## src/rtl/wallace_mul_arbiter.sv

```systemverilog
// Round-robin front end sharing one combinational 24x28 product unit between two requesters.
// Optional busy-cycle counter enabled with `define MUL_BUSY_CNT_EN.
module wallace_mul_arbiter #(
  parameter int unsigned LAT   = 2,
  parameter int unsigned CNT_W = 32
) (
  input  logic        clk,
  input  logic        rst,
  input  logic [1:0]  req,
  input  logic [23:0] a0,
  input  logic [27:0] b0,
  input  logic [23:0] a1,
  input  logic [27:0] b1,
  output logic [1:0]  gnt,
  output logic [23:0] mul_a,
  output logic [27:0] mul_b,
  input  logic [51:0] mul_z,
  output logic [51:0] z,
  output logic        z_id,
  output logic        z_valid,
  input  logic        z_ready
`ifdef MUL_BUSY_CNT_EN
  ,output logic [CNT_W-1:0] busy_cnt
`endif
);

  typedef enum logic [1:0] {
    IDLE = 2'd0,
    CALC = 2'd1,
    DONE = 2'd2
  } state_e;

  if (LAT < 1 || LAT > 15) begin : g_lat_chk
    $error("LAT must be in 1..15");
  end
  if (CNT_W < 1) begin : g_cnt_chk
    $error("CNT_W must be at least 1");
  end

  state_e      state_q, state_d;
  logic [23:0] mul_a_q, mul_a_d;
  logic [27:0] mul_b_q, mul_b_d;
  logic [51:0] z_q, z_d;
  logic        z_id_q, z_id_d;
  logic        z_valid_q, z_valid_d;
  logic        tag_q, tag_d;
  logic        last_q, last_d;
  logic [3:0]  cnt_q, cnt_d;
  logic        sel_id;

  // On contention the requester that did not win last time goes next.
  assign sel_id = (req == 2'b11) ? ~last_q : req[1];

  // NOTE: state updates use non-blocking assignments so every flop samples pre-edge values.
  always_ff @(posedge clk) begin
    if (rst) begin
      state_q   <= IDLE;
      mul_a_q   <= '0;
      mul_b_q   <= '0;
      z_q       <= '0;
      z_id_q    <= 1'b0;
      z_valid_q <= 1'b0;
      tag_q     <= 1'b0;
      last_q    <= 1'b1;
      cnt_q     <= '0;
    end else begin
      state_q   <= state_d;
      mul_a_q   <= mul_a_d;
      mul_b_q   <= mul_b_d;
      z_q       <= z_d;
      z_id_q    <= z_id_d;
      z_valid_q <= z_valid_d;
      tag_q     <= tag_d;
      last_q    <= last_d;
      cnt_q     <= cnt_d;
    end
  end

  // NOTE: every signal gets a hold default first so no path infers a latch.
  always_comb begin
    state_d   = state_q;
    mul_a_d   = mul_a_q;
    mul_b_d   = mul_b_q;
    z_d       = z_q;
    z_id_d    = z_id_q;
    z_valid_d = z_valid_q;
    tag_d     = tag_q;
    last_d    = last_q;
    cnt_d     = cnt_q;
    unique case (state_q)
      IDLE: begin
        if (|req) begin
          mul_a_d = sel_id ? a1 : a0;
          mul_b_d = sel_id ? b1 : b0;
          tag_d   = sel_id;
          last_d  = sel_id;
          cnt_d   = 4'(LAT - 1);
          state_d = CALC;
        end
      end
      CALC: begin
        if (cnt_q == 4'd0) begin
          z_d       = mul_z;
          z_id_d    = tag_q;
          z_valid_d = 1'b1;
          state_d   = DONE;
        end else begin
          cnt_d = cnt_q - 4'd1;
        end
      end
      DONE: begin
        if (z_valid_q && z_ready) begin
          z_valid_d = 1'b0;
          state_d   = IDLE;
        end
      end
      default: state_d = IDLE;
    endcase
  end

  always_comb begin
    gnt = 2'b00;
    if (!rst && state_q == IDLE && |req) begin
      gnt = sel_id ? 2'b10 : 2'b01;
    end
  end

  assign mul_a   = mul_a_q;
  assign mul_b   = mul_b_q;
  assign z       = z_q;
  assign z_id    = z_id_q;
  assign z_valid = z_valid_q;

`ifdef MUL_BUSY_CNT_EN
  logic [CNT_W-1:0] busy_cnt_q, busy_cnt_d;

  always_comb begin
    busy_cnt_d = busy_cnt_q;
    if (state_q == CALC && !(&busy_cnt_q)) begin
      busy_cnt_d = busy_cnt_q + 1'b1;
    end
  end

  always_ff @(posedge clk) begin
    if (rst) busy_cnt_q <= '0;
    else     busy_cnt_q <= busy_cnt_d;
  end

  assign busy_cnt = busy_cnt_q;
`endif

endmodule

```

## config.mk

```make
export PLATFORM = sky130hd
export DESIGN_NAME = wallace_mul_arbiter
export DESIGN_NICKNAME = d
export VERILOG_FILES = /design/src/rtl/wallace_mul_arbiter.sv
export SDC_FILE = /design/constraint.sdc
export NUM_CORES = 1
export LEC_CHECK = 0
export ABC_AREA = 1
export BUFFER_PORTS_ARGS = -buffer_cell sky130_fd_sc_hd__buf_2
export CORE_ASPECT_RATIO = 1.75
export CORE_MARGIN = 1.5
export CORE_UTILIZATION = 39
export DETAILED_ROUTE_END_ITERATION = 12
export GPL_TIMING_DRIVEN = 1
export PLACE_DENSITY = 0.77
export SYNTH_ARGS = -nofsm -noshare
export SYNTH_HDL_FRONTEND = slang
export SYNTH_SLANG_ARGS = --single-unit
```

## constraint.sdc

```tcl
create_clock -name clk -period 1.4 [get_ports clk]
set_clock_uncertainty 0.05 [all_clocks]
set_input_delay 0 -clock clk [delete_from_list [all_inputs] [get_ports clk]]
set_output_delay 0 -clock clk [all_outputs]
set_load 0.005 [all_outputs]
```

Word-level counts from Yosys, hierarchy flattened --
Index checks and enable logic that the tools add are counted. W data, S select, Z words.
Storage, ports and cells: input bits 161, register bits 114, output and inout bits 108
Operators by class: reductions and logical operators 14, equal/unequal tests 7, add/sub/neg operators 1, muxes and demuxes 15, bitwise operators 1
Operators with widths (count):
- $mux W28 | 1
- $mux W24 | 1
- $mux W2 | 5
- $reduce_and A3 Y1 | 3
- $mux W4 | 2
- $ne A2 B2 Y1 const B | 4
- $pmux W4 S2 | 1
- $pmux W2 S3 | 1
- $eq A2 B2 Y1 const B | 2
- $logic_not A4 Y1 | 1
- $reduce_and A2 Y1 | 2
- $reduce_bool A2 Y1 | 2
- $sub A4 B1 Y4 const B | 1
- $logic_and A1 B1 Y1 | 3
- $mux W1 | 3
- $eq A2 B1 Y1 const B | 1
- $logic_not A2 Y1 | 1
- $pmux W1 S2 | 1
- $reduce_or A2 Y1 | 1
- $logic_not A1 Y1 | 1
- $not A1 Y1 | 1

Longest topological paths before layout --
Gate-level depths: netlist (run 1).
depth in word-level cells 4, gate-level depth with buffers 8, mapped depth without buffers 8

Worst setup path before layout (run 1) --
Ideal clock, no wire load.
kind register to register, from register cnt_q[0], to register cnt_q[1], period minus slack after synthesis 1.319 ns, path buffers 0, setup slack 0.081 ns, setup time 0.070 ns, cell stages (with the launch flop) 7, arrival 1.200 ns, cells stage by stage dfxtp_1 -> inv_1 -> ha_1 -> nand2_1 -> nand2_1 -> or2_2 -> a21oi_1
Between the ends: cells in the longest elaborated chain, start to end 3
RTL lines:
- start, declared | RTL line 48 | logic [3:0] cnt_q, cnt_d;
- start signal, assigned | RTL line 75 | cnt_q <= cnt_d;
- $sub A4 B1 Y4 / $logic_not A4 Y1 (equally long branches) | RTL line 108, 102
- $mux W4 / $ne A2 B2 Y1 (equally long branches)
- $pmux W4 S2 / $reduce_and A3 Y1 (equally long branches)
Several ways; a longest one is shown, not always the timed one. The select of a mux whose other input is x is not followed. A chain may end at the register's enable or synchronous reset.

Worst setup path in the final report (run 1) --
from register last_q, to register mul_a_q[1], in the netlist mul_a[1]
Between the ends: cells in the longest elaborated chain, start to end 3
RTL lines:
- start, declared | RTL line 47 | logic last_q, last_d;
- start signal, assigned | RTL line 74 | last_q <= last_d;
- $not A1 Y1 | RTL line 52 | assign sel_id = (req == 2'b11) ? ~last_q : req[1];
- $mux W1 | RTL line 52
- $mux W24 | RTL line 93 | mul_a_d = sel_id ? a1 : a0;
- end signal, assigned | RTL line 68 | mul_a_q <= mul_a_d;
- end, declared | RTL line 41 | logic [23:0] mul_a_q, mul_a_d;
Every way passes these cells.

==> qor.yml, run 1 <==
dp_hpwl_um: 9030
gp_congestion: 0.817
critPathBufInv: 3
syn_area_mm2: 0.00437
violations: "negative setup slack"
pin_count: 269
insertion_delay_ns: 0.40
cts_tree: "built"
coreArea_mm2: 0.0110
synth_area_leaders: "dfxtp_1 (52%), nor2_1 (14%), o21ai_0 (12%)"
required_ns: 1.63
worstSetupPathType: "reg -> reg"
powerDensity_mw_per_mm2: 1480
routed_wl_um: 19000
fin_util_pct: 75.0
dr.pass1.iters: 5
synth-seq-cells: 114
dp_cells: 951
place_area_mm2: 0.00587
finalHoldViolations: 0
cp.depth: 7
max-slew-margin-rel_pct: 78.9
grt_pass1_vias: 5815
clkSinkCount: 114
synth_cells: 573
ys.flop_type: "dfxtp_1"
htree_levels: 4
worst_path_dominant_cell_family: "compound AO/OA/AOI/OAI gates"
crit_chain: "nand2_2, nand2_4, inv_6, buf_4, buf_4, o21ai_0, o21ai_1"
tightest_slew_ns: 0.313
antenna_found_initial: 0
endpoint_kind: "register"
row_count: 51
drc: 0
die-area_mm2: 0.0119
sequential_cell_area_mm2: 0.00229
area_delta_synth_final_pct: 89.7
synth_nets: 736
ys_warn_count: 0
die_w_um: 83.0
clock-root-buffer: "clkbuf_16"
drt-initial-drc-count: 273
track_usage_pct: 30.0
status: "finished with violations"
diodes: 0
ys_async_sr_fraction_pct: 0
synth_edf_count: 0
drive_gt1_share_pct: 34.2
vdd_drop_max_uv: 1230
grt_first_pass_wirelength_um: 28300
cp_common_cell: "buf_4"
viasPerCell: 5.15
start_util_pct: 39.6
portBuffers: 268
numCtsBuffers: 17
fin_ws_ns: -0.00164
dr_total_vias: 5928
hold_path.class: "in -> reg"
ys_types: 25
grt_max_degree: 54
cpPeakStageDelay_ns: 0.33
netlist.area_leader.share_pct: 52.3
seq_area_frac_synth_pct: 52.3
die_h_um: 143
arrival_ns: 1.63
ant_nets: 0
setup_violations: 1
reg2reg_depth: 7
tns_ns: -0.00164
overflow: 0
cts.clk_slew.worst_paths_ns: 0.05
drv_cap: 0
multi_input_area_mm2: 0.00187
crit_fanout: 9
rsz0062_at_grt: "yes"
wire_per_inst_um: 16.6
post-route-period-util_pct: 100
min_delay_path_depth: 6
yosys.area.top_type: "dfxtp_1"
power_uw: 12300
fmax_ghz: 0.713
fillers: 717
nNetsFinal: 1168
syn_avg_cell_area_um2: 7.62
final_cell_count_no_fill: 1150
slowest_stage: "dfxtp_2"
drv_slew: 0
p_leak_uw: 0.00391
final_area_mm2: 0.00828
min_period_ns: 1.40
cts_buffer_depth: 2
start_kind: "register"
[metal layers]
metal	track usage [%]	part of all wire [%]	wire (um)
met1	31.9	35	6740
met2	53.9	51	9770
met3	8.32	9.2	1750
met4	15.5	4.1	784
met5	0	0	0
[cells in the mapped netlist (3+ instances only)]
| cell | instances |
|---|---|
| a21oi_1 | 6 |
| buf_2 | 5 |
| buf_4 | 3 |
| buf_6 | 6 |
| clkbuf_1 | 18 |
| clkbuf_4 | 5 |
| dfxtp_1 | 114 |
| inv_1 | 10 |
| nand2_1 | 64 |
| nand3_1 | 4 |
| nor2_1 | 162 |
| nor3_1 | 3 |
| o21ai_0 | 108 |
| o21ai_1 | 50 |
[worst register-to-register path, delay by kind of cell (launching register included)]
family / cells / cell delay (ns)
AND/OR/NAND/NOR: 2 / 0.14
flip-flops: 1 / 0.33
buffers and inverters: 3 / 0.38
AO/OA/AOI/OAI: 2 / 0.40
[through the flow]
stage               hold WS, ns  setup WS (ns)
floorplan                 0.108         0.0807
global placement          0.196         0.0317
detailed placement        0.203        -0.0283
CTS                     0.00945        -0.0360
global route              0.116       -0.00795
finish                   0.0833       -0.00164
[registers in the layout, summed over array words and instances (netlist names)]
name / flops
z_id: 1
z: 52
mul_a: 24
state_q: 2
last_q: 1
cnt_q: 4
z_valid: 1
mul_b: 28
tag_q: 1
[path summary, 6_finish.rpt]
kind	from	to	slack [ns]
max	last_q	mul_a[1]	-0.002
min	req[1]	last_q	0.08
max reg2reg	last_q	mul_a[1]	-0.002
min reg2reg	mul_b[7]	mul_b[7]	0.40
[cells by family after synthesis]
group	synth area share, %
fa+ha+maj	0.573
simple gates	21.8
buf+inv	6.07
flops	52.3
compound gates	19.3
[cell type report]
| class | count | share of cell area (%) |
|---|---|---|
| Inverter | 12 | 0.604 |
| Multi-Input combinational cell | 410 | 22.6 |
| Clock inverter | 10 | 1.89 |
| Sequential cell | 114 | 27.6 |
| Timing Repair Buffer | 450 | 39.7 |
| Tap cell | 132 | 1.99 |
| Clock buffer | 22 | 5.60 |
[what timing repair did]
action                                 in CTS  in global routing
resized for setup                          11                 30
setup endpoints to repair                   6                 79
hold buffers                              158                  0
setup buffers                               3                  4
endpoints found under the hold margin     109                  0
cloned                                      1                  2
pin swaps                                   2                  6
[power by group]
| group | switching, uW | internal [uW] | total (uW) | leakage [uW] |
|---|---|---|---|---|
| Combinational | 1750 | 1690 | 3440 | 0.00267 |
| Clock | 1480 | 3060 | 4540 | 0.000304 |
| Sequential | 388 | 3930 | 4320 | 0.000939 |
| Total | 3610 | 8680 | 12300 | 0.00391 |
[cell usage in the layout (no fill, tap or decap), drive strengths merged]
| cell | instances |
|---|---|
| o22ai | 1 |
| dlygate4sd3 | 158 |
| dfxtp | 114 |
| nor3 | 3 |
| clkinvlp | 1 |
| ha | 2 |
| bufbuf | 1 |
| inv | 12 |
| nor2 | 166 |
| nand3 | 5 |
| a211oi | 1 |
| o21ai | 158 |
| buf | 289 |
| o21bai | 1 |
| clkinv | 5 |
| or2 | 1 |
| a21oi | 6 |
| bufinv | 4 |
| nand2 | 66 |
| clkbuf | 24 |
No activity file was read; power rests on OpenSTA's default activity.
==> inputs of run 2 (changes only) <==
--- a/config.mk
+++ b/config.mk
@@ -13,6 +13,7 @@
 export DETAILED_ROUTE_END_ITERATION = 12
 export GPL_TIMING_DRIVEN = 1
 export PLACE_DENSITY = 0.77
+export SKIP_LAST_GASP = 1
 export SYNTH_ARGS = -nofsm -noshare
 export SYNTH_HDL_FRONTEND = slang
 export SYNTH_SLANG_ARGS = --single-unit
==> run 2 against run 1 <==
The run still ends with negative setup slack left. Sequential power about the same. Largest power group unchanged. Power about the same. Sequential cell count unchanged. Maximum frequency about the same. Wire length unchanged. Clock-buffer cell count unchanged. Critical path type unchanged.
==> qor.yml, run 2 (same netlist as run 1, synthesis figures left out) <==
post-route-period-util_pct: 100  # about the same
finalHoldViolations: 0  # unchanged
fmax_ghz: 0.714  # about the same
ant_nets: 0  # unchanged
met2_length_um: 9780  # about the same
reg2reg_depth: 7  # unchanged
die-area_mm2: 0.0119  # unchanged
top_layer_used: "met4"
routed_wl_um: 19000  # unchanged
m1WireLength_um: 6740  # about the same
cts_buffer_depth: 2  # unchanged
start_util_pct: 39.6  # unchanged
coreArea_mm2: 0.0110  # unchanged
worst_path_dominant_cell_family: "compound AO/OA/AOI/OAI gates"
die_w_um: 83.0  # unchanged
nNetsFinal: 1168  # unchanged
crit_chain: "nand2_2, nand2_4, inv_6, buf_4, buf_4, o21ai_0, o21ai_1"
portBuffers: 268  # unchanged
arrival_ns: 1.63  # about the same
tightest_slew_ns: 0.314  # +0.000557 ns
whs_ns: 0.0832  # -0.0000283 ns
drc: 0  # unchanged
wl_met3_um: 1740  # -0.17%
startpoint: "last_q"
track_usage_pct: 30.0  # unchanged
wire_per_inst_um: 16.6  # unchanged
vdd_drop_max_uv: 1230  # about the same
numCtsBuffers: 17  # unchanged
slowest_stage: "dfxtp_2"
cp_common_cell: "buf_4"
drt-initial-drc-count: 271  # -0.73%
grt_pass1_vias: 5815  # unchanged
row_count: 51  # unchanged
endpoint_kind: "register"
drive_gt1_share_pct: 34.2  # unchanged
clkSinkCount: 114  # unchanged
pin_count: 269  # unchanged
min_period_ns: 1.40  # -0.000439 ns
antenna_found_initial: 0  # unchanged
most-common-layout-cells: "buf_2 (267), nor2_1 (160), dlygate4sd3_1 (158), dfxtp_1 (109), o21ai_0 (94)"
r2r_start: "last_q"
sequential_cell_area_mm2: 0.00229  # unchanged
insertion_delay_ns: 0.40  # about the same
gp_congestion: 0.817  # unchanged
critPathBufInv: 3  # unchanged
drv_slew: 0  # unchanged
grt_max_degree: 54  # unchanged
viasPerCell: 5.16  # about the same
required_ns: 1.63  # about the same
p_leak_uw: 0.00391  # unchanged
largest_register_ffs: 52  # unchanged
dp_hpwl_um: 9030  # unchanged
start_kind: "register"
grt_first_pass_wirelength_um: 28300  # unchanged
fin_ws_ns: -0.00120  # +0.000439 ns
rsz0062_at_grt: "yes"
overflow: 0  # unchanged
dr_total_vias: 5931  # +0.051%
diodes: 0  # unchanged
max-slew-margin-rel_pct: 78.9  # about the same
min_from: "req[1]"
cts.clk_slew.worst_paths_ns: 0.05  # about the same
worstSetupPathType: "reg -> reg"
cts_tree: "built"
dr.pass1.iters: 5  # unchanged
cpPeakStageDelay_ns: 0.33  # about the same
hold_path.class: "in -> reg"
status: "finished with violations"
min_delay_path_depth: 6  # unchanged
area_delta_synth_final_pct: 89.7  # unchanged
final_common_cell: "buf_2"
multi_input_area_mm2: 0.00187  # unchanged
violations: "negative setup slack"
drv_cap: 0  # unchanged
die_h_um: 143  # unchanged
crit_fanout: 9  # unchanged
setup_violations: 1  # unchanged
fillers: 717  # unchanged
cp.depth: 7  # unchanged
htree_levels: 4  # unchanged
power_uw: 12300  # about the same
powerDensity_mw_per_mm2: 1480  # about the same
clock-root-buffer: "clkbuf_16"
## run 2: cell counts in the layout (fill, tap and decap cells not counted)
No cell type changed its count.
## run 2: where the power goes
group          total, uW  switching, uW  internal, uW
sequential          4320            388          3930
clock               4540           1480          3060
combinational       3440           1750          1690
total              12300           3610          8680
## run 2: final timing paths
path,slack (ns),endpoint
setup / recovery,-0.001,mul_a[1]
hold / removal,0.08,last_q
setup reg to reg,-0.001,mul_a[1]
hold reg to reg,0.40,mul_b[7]
## run 2: repair_timing
action,4_1_cts,5_1_grt
hold buffers,158,0
setup buffers,3,4
cloned,1,2
pin swaps,2,6
setup endpoints to repair,6,79
hold endpoints to repair,109,0
gates resized for setup,11,29
## run 2: layout make-up
type / count / area share, %
Timing Repair Buffer: 450 / 39.7
Sequential cell: 114 / 27.6
Multi-Input combinational cell: 410 / 22.6
Clock buffer: 22 / 5.60
Tap cell: 132 / 1.99
Clock inverter: 10 / 1.89
Inverter: 12 / 0.604
## run 2: stage by stage
stage	util (%)	setup slack [ns]	cell area, um^2	setup TNS [ns]	cells
detailed placement	53.1	-0.0283	5870	-0.0518	951
global placement	53.1	0.0317	5870	0	951
floorplan	-	0.0807	4370	0	573
finish	75.0	-0.00120	8280	-0.00120	1150
global route	75.0	-0.00795	8280	-0.0293	1150
CTS	73.8	-0.0360	8140	-0.0659	1144
## run 2: per-layer routing
layer,up-vias,track usage [%]
met2,423,53.9
met3,77,8.32
met1,2700,31.9
li1,2731,-
met4,0,15.5
met5,-,0
## run 2: worst min-delay path, stage by stage
cell and delay (ns):
buf_2 0.13, nand2_4 0.07, inv_6 0.05, buf_12 0.09, nand2_2 0.06, nand3_1 0.09
==> inputs of run 3 (changes only) <==
--- a/config.mk
+++ b/config.mk
@@ -7,12 +7,14 @@
 export LEC_CHECK = 0
 export ABC_AREA = 1
 export BUFFER_PORTS_ARGS = -buffer_cell sky130_fd_sc_hd__buf_2
+export CELL_PAD_IN_SITES_DETAIL_PLACEMENT = 0
+export CELL_PAD_IN_SITES_GLOBAL_PLACEMENT = 1
 export CORE_ASPECT_RATIO = 1.75
 export CORE_MARGIN = 1.5
-export CORE_UTILIZATION = 39
+export CORE_UTILIZATION = 26
 export DETAILED_ROUTE_END_ITERATION = 12
 export GPL_TIMING_DRIVEN = 1
-export PLACE_DENSITY = 0.77
+export PLACE_DENSITY_LB_ADDON = 0.1
 export SKIP_LAST_GASP = 1
 export SYNTH_ARGS = -nofsm -noshare
 export SYNTH_HDL_FRONTEND = slang
==> run 3 against run 2 <==
The flow finishes with violations (negative hold slack). Via count shrank 6.4%. Utilization fell by 24 points. Combinational power fell by 1%. Non-clock buffer count is 2 higher. Die area rose by 48%. First-iteration DRC count is 36% lower. Clock power fell by 16%. Maximum frequency rose by 3.5%. Final area rose by 0.51%. Register-to-register slack improved by 0.05 ns. Critical path type unchanged.
==> qor.yml, run 3 (same netlist as run 1, synthesis figures left out) <==
status: "finished with violations"
violations: "negative hold slack"
drv_cap: 0  # unchanged
vdd_drop_max_uv: 774  # -37%
finalHoldViolations: 1  # +1
arrival_ns: 1.63  # about the same
die-area_mm2: 0.0176  # +48%
start_util_pct: 26.6  # -13 points
slowest_stage: "dfxtp_2"
grt_pass1_vias: 5475  # -5.8%
fin_util_pct: 50.6  # -24 points
endpoint_kind: "register"
critPathBufInv: 2  # -1
setup_violations: 0  # -1
fmax_ghz: 0.738  # +3.5%
whs_ns: -0.00105  # -0.0843 ns
dr.pass1.iters: 5  # unchanged
final_common_cell: "buf_2"
final_area_mm2: 0.00833  # +0.51%
antenna_found_initial: 0  # unchanged
overflow: 0  # unchanged
cp_common_cell: "nor2_4"
fin_ws_ns: 0.0458  # +0.0470 ns
multi_input_area_mm2: 0.00186  # -0.67%
area_delta_synth_final_pct: 90.7
final_cell_count_no_fill: 1244  # +8.2%
clock-root-buffer: "clkbuf_16"
start_kind: "register"
largest_register_ffs: 52  # unchanged
track_usage_pct: 18.7  # -11 points
ant_nets: 0  # unchanged
drc: 0  # unchanged
routed_wl_um: 17300  # -9.1%
grt_first_pass_wirelength_um: 25900  # -8.7%
numCtsBuffers: 17  # unchanged
insertion_delay_ns: 0.40  # about the same
dp_hpwl_um: 10100  # +12%
crit_fanout: 19  # +10
most-common-layout-cells: "buf_2 (268), nor2_1 (160), dlygate4sd3_1 (158), dfxtp_1 (110), o21ai_0 (99)"
row_count: 62  # +22%
htree_levels: 4  # unchanged
clkSinkCount: 114  # unchanged
viasPerCell: 4.46  # -13%
diodes: 0  # unchanged
hold_path.class: "in -> reg"
worstSetupPathType: "reg -> reg"
grt_max_degree: 55  # +1.9%
rsz0062_at_grt: "yes"
nNetsFinal: 1172  # +0.34%
required_ns: 1.68  # +0.05 ns
fillers: 1631  # +130%
sequential_cell_area_mm2: 0.00229  # about the same
crit_chain: "nor2_4, nand2_4, nor2_4, buf_12, clkbuf_16, o21ai_0, o21ai_1"
coreArea_mm2: 0.0164  # +49%
post-route-period-util_pct: 96.7  # -3.4 points
power_uw: 11500  # -6.6%
cpPeakStageDelay_ns: 0.33  # about the same
drt-initial-drc-count: 173  # -36%
gp_congestion: 0.751  # -8.1%
tightest_slew_ns: 0.315  # +0.00154 ns
max-slew-margin-rel_pct: 79.0  # +0.12 points
die_w_um: 101  # +22%
min_period_ns: 1.35  # -0.0470 ns
drive_gt1_share_pct: 34.3  # +0.13 points
portBuffers: 268  # unchanged
dr_total_vias: 5551  # -6.4%
wire_per_inst_um: 13.9  # -16%
powerDensity_mw_per_mm2: 1380  # -7.1%
pin_count: 269  # unchanged
die_h_um: 174  # +22%
drv_slew: 0  # unchanged
cts_buffer_depth: 2  # unchanged
dp_cells: 1043  # +9.7%
dp_slack_ns: -0.172  # -0.144 ns
cts.clk_slew.worst_paths_ns: 0.06  # about the same
p_leak_uw: 0.00388  # -0.84%
place_area_mm2: 0.00596  # +1.5%
worst_path_dominant_cell_family: "simple AND/OR/NAND/NOR gates"
cts_tree: "built"
[run 3: where the power goes]
group	leakage (uW)	switching [uW]	internal, uW
logic	0.00268	1690	1710
registers	0.000939	331	3920
clock network	0.000256	1520	2310
[run 3: tightest hold or removal path: stages]
cell	delay [ns]
buf_2	0.11
nand2_4	0.08
inv_12	0.06
nand2_1	0.07
nand3_1	0.09
[run 3: worst paths after layout]
path	endpoint	start	slack, ns	cells after the start
min	last_q	req[1]	-0.001	5
min reg2reg	mul_b[20]	mul_b[20]	0.40	2
max	mul_a[16]	state_q[0]	0.05	7
max reg2reg	mul_a[16]	state_q[0]	0.05	7
[run 3: per-stage QoR]
| stage | setup TNS [ns] | hold slack, ns |
|---|---|---|
| after floorplan | 0 | 0.108 |
| after global placement | -4.77 | 0.197 |
| after detailed placement | -5.12 | 0.207 |
| after CTS | -0.000750 | 0.0312 |
| after global routing | -0.0405 | 0.0150 |
| final | 0 | -0.00105 |
[run 3: repair_timing]
item / in CTS / in global routing
resized for setup: 8 / 26
pin swaps: 1 / 6
hold endpoints to repair: 109 / 0
setup endpoints to repair: 59 / 110
buffers inserted: 1 / 6
gates cloned: 2 / 4
hold buffers: 158 / 0
[run 3: cell type report]
class	count	share of cell area (%)
Inverter	12	0.691
Timing Repair inverter	2	0.210
Clock inverter	11	0.796
Tap cell	224	3.37
Multi-Input combinational cell	410	22.4
Sequential cell	114	27.5
Clock buffer	19	5.44
Timing Repair Buffer	452	39.7
[run 3: layer usage]
metal  global-route usage (%)  vias to the layer above  wire (um)  part of all wire, %
met5                        0                        -          0                    0
met4                     10.6                        0        701                  4.1
met3                     4.42                       49        978                  5.7
met2                     33.8                      227       9020                   52
met1                     19.2                     2540       6610                   38
li1                         -                     2735          -                    -
